## config.mk

```make
export PLATFORM = sky130hd
export DESIGN_NAME = cdb_arbiter
export DESIGN_NICKNAME = d
export VERILOG_FILES = /design/src/rtl/cdb_arbiter.sv
export SDC_FILE = /design/constraint.sdc
export NUM_CORES = 1
export LEC_CHECK = 0
export BUFFER_PORTS_ARGS = -buffer_cell sky130_fd_sc_hd__buf_2
export CAP_MARGIN = 20
export CORE_MARGIN = 2
export CORE_UTILIZATION = 58
export DETAILED_ROUTE_END_ITERATION = 12
export PLACE_DENSITY_LB_ADDON = 0.15
export SETUP_SLACK_MARGIN = 0.3
export SLEW_MARGIN = 15
export SYNTH_ARGS = -nofsm -noshare
export SYNTH_HDL_FRONTEND = slang
export SYNTH_SLANG_ARGS = --single-unit
```

## constraint.sdc

```tcl
create_clock -name clk -period 5.75 [get_ports clk]
set_clock_uncertainty 0.2 [all_clocks]
set_input_delay 1.15 -clock clk [delete_from_list [all_inputs] [get_ports clk]]
set_output_delay 1.15 -clock clk [all_outputs]
set_load 0.02 [all_outputs]
```

## src/rtl/cdb_arbiter.sv

```systemverilog
// Common data bus arbiter: three single-entry result buffers (ALU0, ALU1, LSU)
// compete for two registered broadcast slots under a round-robin pointer.
module cdb_arbiter (
  input  logic        clk,
  input  logic        rst,
  input  logic        flush,
  input  logic [2:0]  req_valid,
  input  logic [47:0] req_data,
  input  logic [14:0] req_tag,
  output logic [2:0]  req_ready,
  output logic        cdb_valid_0,
  output logic [15:0] cdb_data_0,
  output logic [4:0]  cdb_tag_0,
  output logic        cdb_valid_1,
  output logic [15:0] cdb_data_1,
  output logic [4:0]  cdb_tag_1,
  output logic [15:0] conflict_cnt
);

  // Holding buffers, one per requester
  logic [2:0]  occupied;
  logic [15:0] buf_data [3];
  logic [4:0]  buf_tag  [3];

  // Round-robin pointer, always in {0,1,2}
  logic [1:0]  ptr;

  // Arbitration results
  logic        grant_a_vld;
  logic        grant_b_vld;
  logic [1:0]  grant_a;
  logic [1:0]  grant_b;
  logic [2:0]  granted;
  logic [1:0]  scan_idx;

  // Modulo-3 increment of a requester index
  function automatic logic [1:0] next_idx(input logic [1:0] i);
    return (i == 2'd2) ? 2'd0 : i + 2'd1;
  endfunction

  // Scan ptr, ptr+1, ptr+2 and pick the first two occupied buffers
  always_comb begin
    grant_a_vld = 1'b0;
    grant_b_vld = 1'b0;
    grant_a     = ptr;
    grant_b     = ptr;
    scan_idx    = ptr;
    for (int j = 0; j < 3; j++) begin
      if (occupied[scan_idx]) begin
        if (!grant_a_vld) begin
          grant_a_vld = 1'b1;
          grant_a     = scan_idx;
        end else if (!grant_b_vld) begin
          grant_b_vld = 1'b1;
          grant_b     = scan_idx;
        end
      end
      scan_idx = next_idx(scan_idx);
    end
  end

  // Per-requester grant mask derived from the two grant indices
  always_comb begin
    granted = 3'b000;
    for (int k = 0; k < 3; k++) begin
      granted[k] = (grant_a_vld && (grant_a == 2'(k))) ||
                   (grant_b_vld && (grant_b == 2'(k)));
    end
  end

  // A buffer can accept when empty or when it drains this cycle; flush blocks all
  assign req_ready = {3{~flush}} & (~occupied | granted);

  // Holding buffers: load on handshake (refill wins over drain), clear on grant
  always_ff @(posedge clk or negedge rst) begin
    if (!rst) begin
      occupied <= 3'b000;
      for (int k = 0; k < 3; k++) begin
        buf_data[k] <= 16'h0000;
        buf_tag[k]  <= 5'd0;
      end
    end else if (flush) begin
      occupied <= 3'b000;
    end else begin
      for (int k = 0; k < 3; k++) begin
        if (req_valid[k] && req_ready[k]) begin
          occupied[k] <= 1'b1;
          buf_data[k] <= req_data[16*k +: 16];
          buf_tag[k]  <= req_tag[5*k +: 5];
        end else if (granted[k]) begin
          occupied[k] <= 1'b0;
        end
      end
    end
  end

  // Broadcast slots: grant A feeds slot 0, grant B slot 1; idle slots keep payload
  always_ff @(posedge clk or negedge rst) begin
    if (!rst) begin
      cdb_valid_0 <= 1'b0;
      cdb_data_0  <= 16'h0000;
      cdb_tag_0   <= 5'd0;
      cdb_valid_1 <= 1'b0;
      cdb_data_1  <= 16'h0000;
      cdb_tag_1   <= 5'd0;
    end else if (flush) begin
      cdb_valid_0 <= 1'b0;
      cdb_valid_1 <= 1'b0;
    end else begin
      cdb_valid_0 <= grant_a_vld;
      cdb_valid_1 <= grant_b_vld;
      if (grant_a_vld) begin
        cdb_data_0 <= buf_data[grant_a];
        cdb_tag_0  <= buf_tag[grant_a];
      end
      if (grant_b_vld) begin
        cdb_data_1 <= buf_data[grant_b];
        cdb_tag_1  <= buf_tag[grant_b];
      end
    end
  end

  // Pointer moves just past the last granted index, holds when nothing granted
  always_ff @(posedge clk or negedge rst) begin
    if (!rst) begin
      ptr <= 2'd0;
    end else if (flush) begin
      ptr <= 2'd0;
    end else if (grant_b_vld) begin
      ptr <= next_idx(grant_b);
    end else if (grant_a_vld) begin
      ptr <= next_idx(grant_a);
    end
  end

  // Saturating count of cycles where every buffer is waiting; only reset clears it
  always_ff @(posedge clk or negedge rst) begin
    if (!rst) begin
      conflict_cnt <= 16'h0000;
    end else if ((occupied == 3'b111) && (conflict_cnt != 16'hFFFF)) begin
      conflict_cnt <= conflict_cnt + 16'h0001;
    end
  end

endmodule

```

==> qor.txt <==
Reg area: 0.00320 mm^2
Clock Latency Late Sink: 0.51 ns
TritonCTS clock tree: done
CTS Buf Count: 17
Die H: 104 um
Switch share: 30.9%
Hold Path Class: flip-flop to flip-flop
# hold bufs at CTS: 0
Yosys reg bits: 128
Critical path fanouts, max: 18
DP Worst Slack: 2.69 ns
Final antenna-violating net count: 0
Reg2Reg Depth: 5
Clock Sinks: 128
Worst EP required: 4.40 ns
Comb pwr share: 20.8%
Crit path DAT: 2.06 ns
Area occupied by multi-input gates: 0.00240 mm^2
Placement row count: 36
Die area: 0.0108 mm^2
Top post-synthesis cells by area: dfrtp_1 (55%), mux2_1 (12%), mux2i_1 (3.8%)
Vias/cell: 5.97
GR Overflow Total: 0
Die width: 104 um
P_int: 0.00188 W
Post-synth EDFFs: 0
Root Buffer: clkbuf_8
Ports: 132
First-pass DRT Iterations: 7
Vias in the first global route: 4455
Largest net degree at the start of global routing: 73
Top-area cell type share of the netlist area: 55.2%
Final-stage net count: 658
Final Util: 72.3%
Unrepaired setup endpoints after global routing: no
Max Cap Viol: 0
Final Cycle Share: 59.4%
Mean area per synthesized cell: 12.4 um^2
Post-CTS sizing: 0
Total vias in the final route: 4375
CTS clk-pin slew, worst paths: 0.06 ns
Core outline area: 0.00973 mm^2
Fin Hold WS: 0.307 ns
DP Wirelength: 8840 um
Leak: 3.25 nW
Crit path to: req_ready[2]
Crit Path Class: flip-flop to output port
Synth Instances: 467
Hold Violations, Final: 0
R2R setup slack: 2.90 ns
Rel. slew slack: 24.4%
Mapped Area: 0.00580 mm^2
WL per Instance: 19.3 um
H-tree depth: 4
Cell with the most instances after synthesis: dfrtp_1
Post-synth ARST share: 100%
Worst vdd ir: 0.221 mV
Final setup TNS: 0 ns
Status: finished clean
Setup slack after layout: 2.34 ns
Initial Utilization: 59.6%
Post-CTS Setup Bufs: 0
Post-Syn Nets: 537
Yosys cell types: 47
Worst hold path startpoint: conflict_cnt[15]$_DFFE_PN0P_
Critical path startpoint: ptr[1]$_DFFE_PN0P_
Clk network pwr share: 35.5%
GPL Wtd Cong: 0.830
Routed WL: 14200 um
GRT Util Overall: 27.1%
FILL cells: 711
Antenna violations before repair: 1
Post-route minimum period: 3.41 ns
Synth cell count leaders: dfrtp_1 (128), mux2_1 (60), nor2_1 (36)
R2R Path Start: occupied[2]$_DFFE_PN0P_
Final Max Slew Viols: 0
FMAX: 0.293 GHz
Sw Pwr: 0.000842 W
Max Root-Sink Buffers: 2
Share of power burned in registers: 43.7%
Area grow syn2layout: 21.2%
Register area share after synthesis: 55.2%
Violation count after the first detailed-route iteration: 314
First-pass GRT wire length: 22900 um
CP endpoint kind: output port
Tightest Pin Transition: 1.13 ns
Port Buffers: 131
DRC errors left: 0
Final setup violation count: 0
Fraction of layout cells with a size suffix above 1: 31.6%
Cell taking the most area after synthesis: dfrtp_1
Ys Warns: 0
Reg-to-Reg End: cdb_data_1[14]$_DFFE_PN0P_
Post-synth top flop: dfrtp_1
Pwr dens: 387 mW/mm^2
Critical Path Start Type: flip-flop
[per-layer routing]
metal	track usage (%)	share of wire [%]
met4	8.40	1.2
met2	45.1	51
met3	7.64	7.5
met5	0	0
met1	34.6	40
[cells by family (layout without fill, tap and decap cells)]
logic type,Yosys count,count (layout),synth area share [%]
XOR/XNOR,16,16,2.42
flip-flops,128,128,55.2
other,0,1,0
AND/OR/NAND/NOR,87,87,8.11
AO/OA/AOI/OAI,112,112,13.7
multiplexers,86,86,16.2
buffers and inverters,37,169,4.16
adder cells (fa/ha/maj),1,1,0.216
[registers in the layout (all words and copies together), names as in the netlist]
register,cells
cdb_data_0,16
cdb_data_1,16
cdb_tag_1,5
cdb_valid_0,1
buf_data,48
ptr,2
buf_tag,15
occupied,3
cdb_tag_0,5
conflict_cnt,16
cdb_valid_1,1
[critical path: stages, from the launching register on]
cell,delay [ns]
dfrtp_1,0.66
or2_1,0.36
o21ai_1,0.24
a21oi_2,0.10
buf_2,0.19
[power by group through the flow]
stage | sequential (W) | clock, W | combinational [W]
6_report | 0.00119 | 0.000966 | 0.000566
5_1_grt | 0.00121 | 0.00102 | 0.000615
4_1_cts | 0.00119 | 0.000977 | 0.000568
3_5_place_dp | 0.00120 | 0 | 0.000563
3_3_place_gp | 0.00119 | 0 | 0.000546
2_1_floorplan | 0.00128 | 0 | 0.000266
[cell type report]
class / count / share of cell area [%]
Timing Repair Buffer: 135 / 10.1
Inverter: 4 / 0.213
Antenna cell: 1 / 0.0356
Multi-Input combinational cell: 302 / 34.2
Clock buffer: 19 / 6.28
Tap cell: 133 / 2.37
Clock inverter: 11 / 1.32
Sequential cell: 128 / 45.5
[how the worst min path moves through the flow]
stage                              endpoint  slack, ns  depth (start not counted)
2_1_floorplan      buf_data[32]$_DFFE_PN0P_       0.29                          1
3_3_place_gp   conflict_cnt[15]$_DFFE_PN0P_       0.28                          1
3_5_place_dp   conflict_cnt[15]$_DFFE_PN0P_       0.30                          1
4_1_cts        conflict_cnt[15]$_DFFE_PN0P_       0.31                          1
5_1_grt        conflict_cnt[15]$_DFFE_PN0P_       0.32                          1
6_report       conflict_cnt[15]$_DFFE_PN0P_       0.31                          1
[through the flow]
| stage | cell area [um^2] | std cells | power [W] |
|---|---|---|---|
| 5_1_grt | 7030 | 733 | 0.00284 |
| 6_report | 7030 | 733 | 0.00272 |
| 3_3_place_gp | 6470 | 701 | 0.00174 |
| 4_1_cts | 7000 | 731 | 0.00273 |
| 3_5_place_dp | 6470 | 701 | 0.00176 |
| 2_1_floorplan | 5800 | 467 | 0.00155 |
[cells in the final DEF (no fill, tap or decap), types with 3 or more instances in the layout]
cell type	n
mux2_1	60
nand4_1	7
clkinv_2	5
buf_4	4
nor2_2	4
dfrtp_1	128
clkinvlp_4	5
nand3_1	4
xnor2_1	14
o21ai_1	22
nor2_1	35
a21oi_1	29
mux2_2	4
clkbuf_16	16
clkbuf_8	3
a222oi_1	21
nand2_1	17
buf_2	130
a22oi_1	22
nand2b_1	4
nor4_4	3
mux2i_1	22
Note: power is estimated with default switching activity, not from simulation.
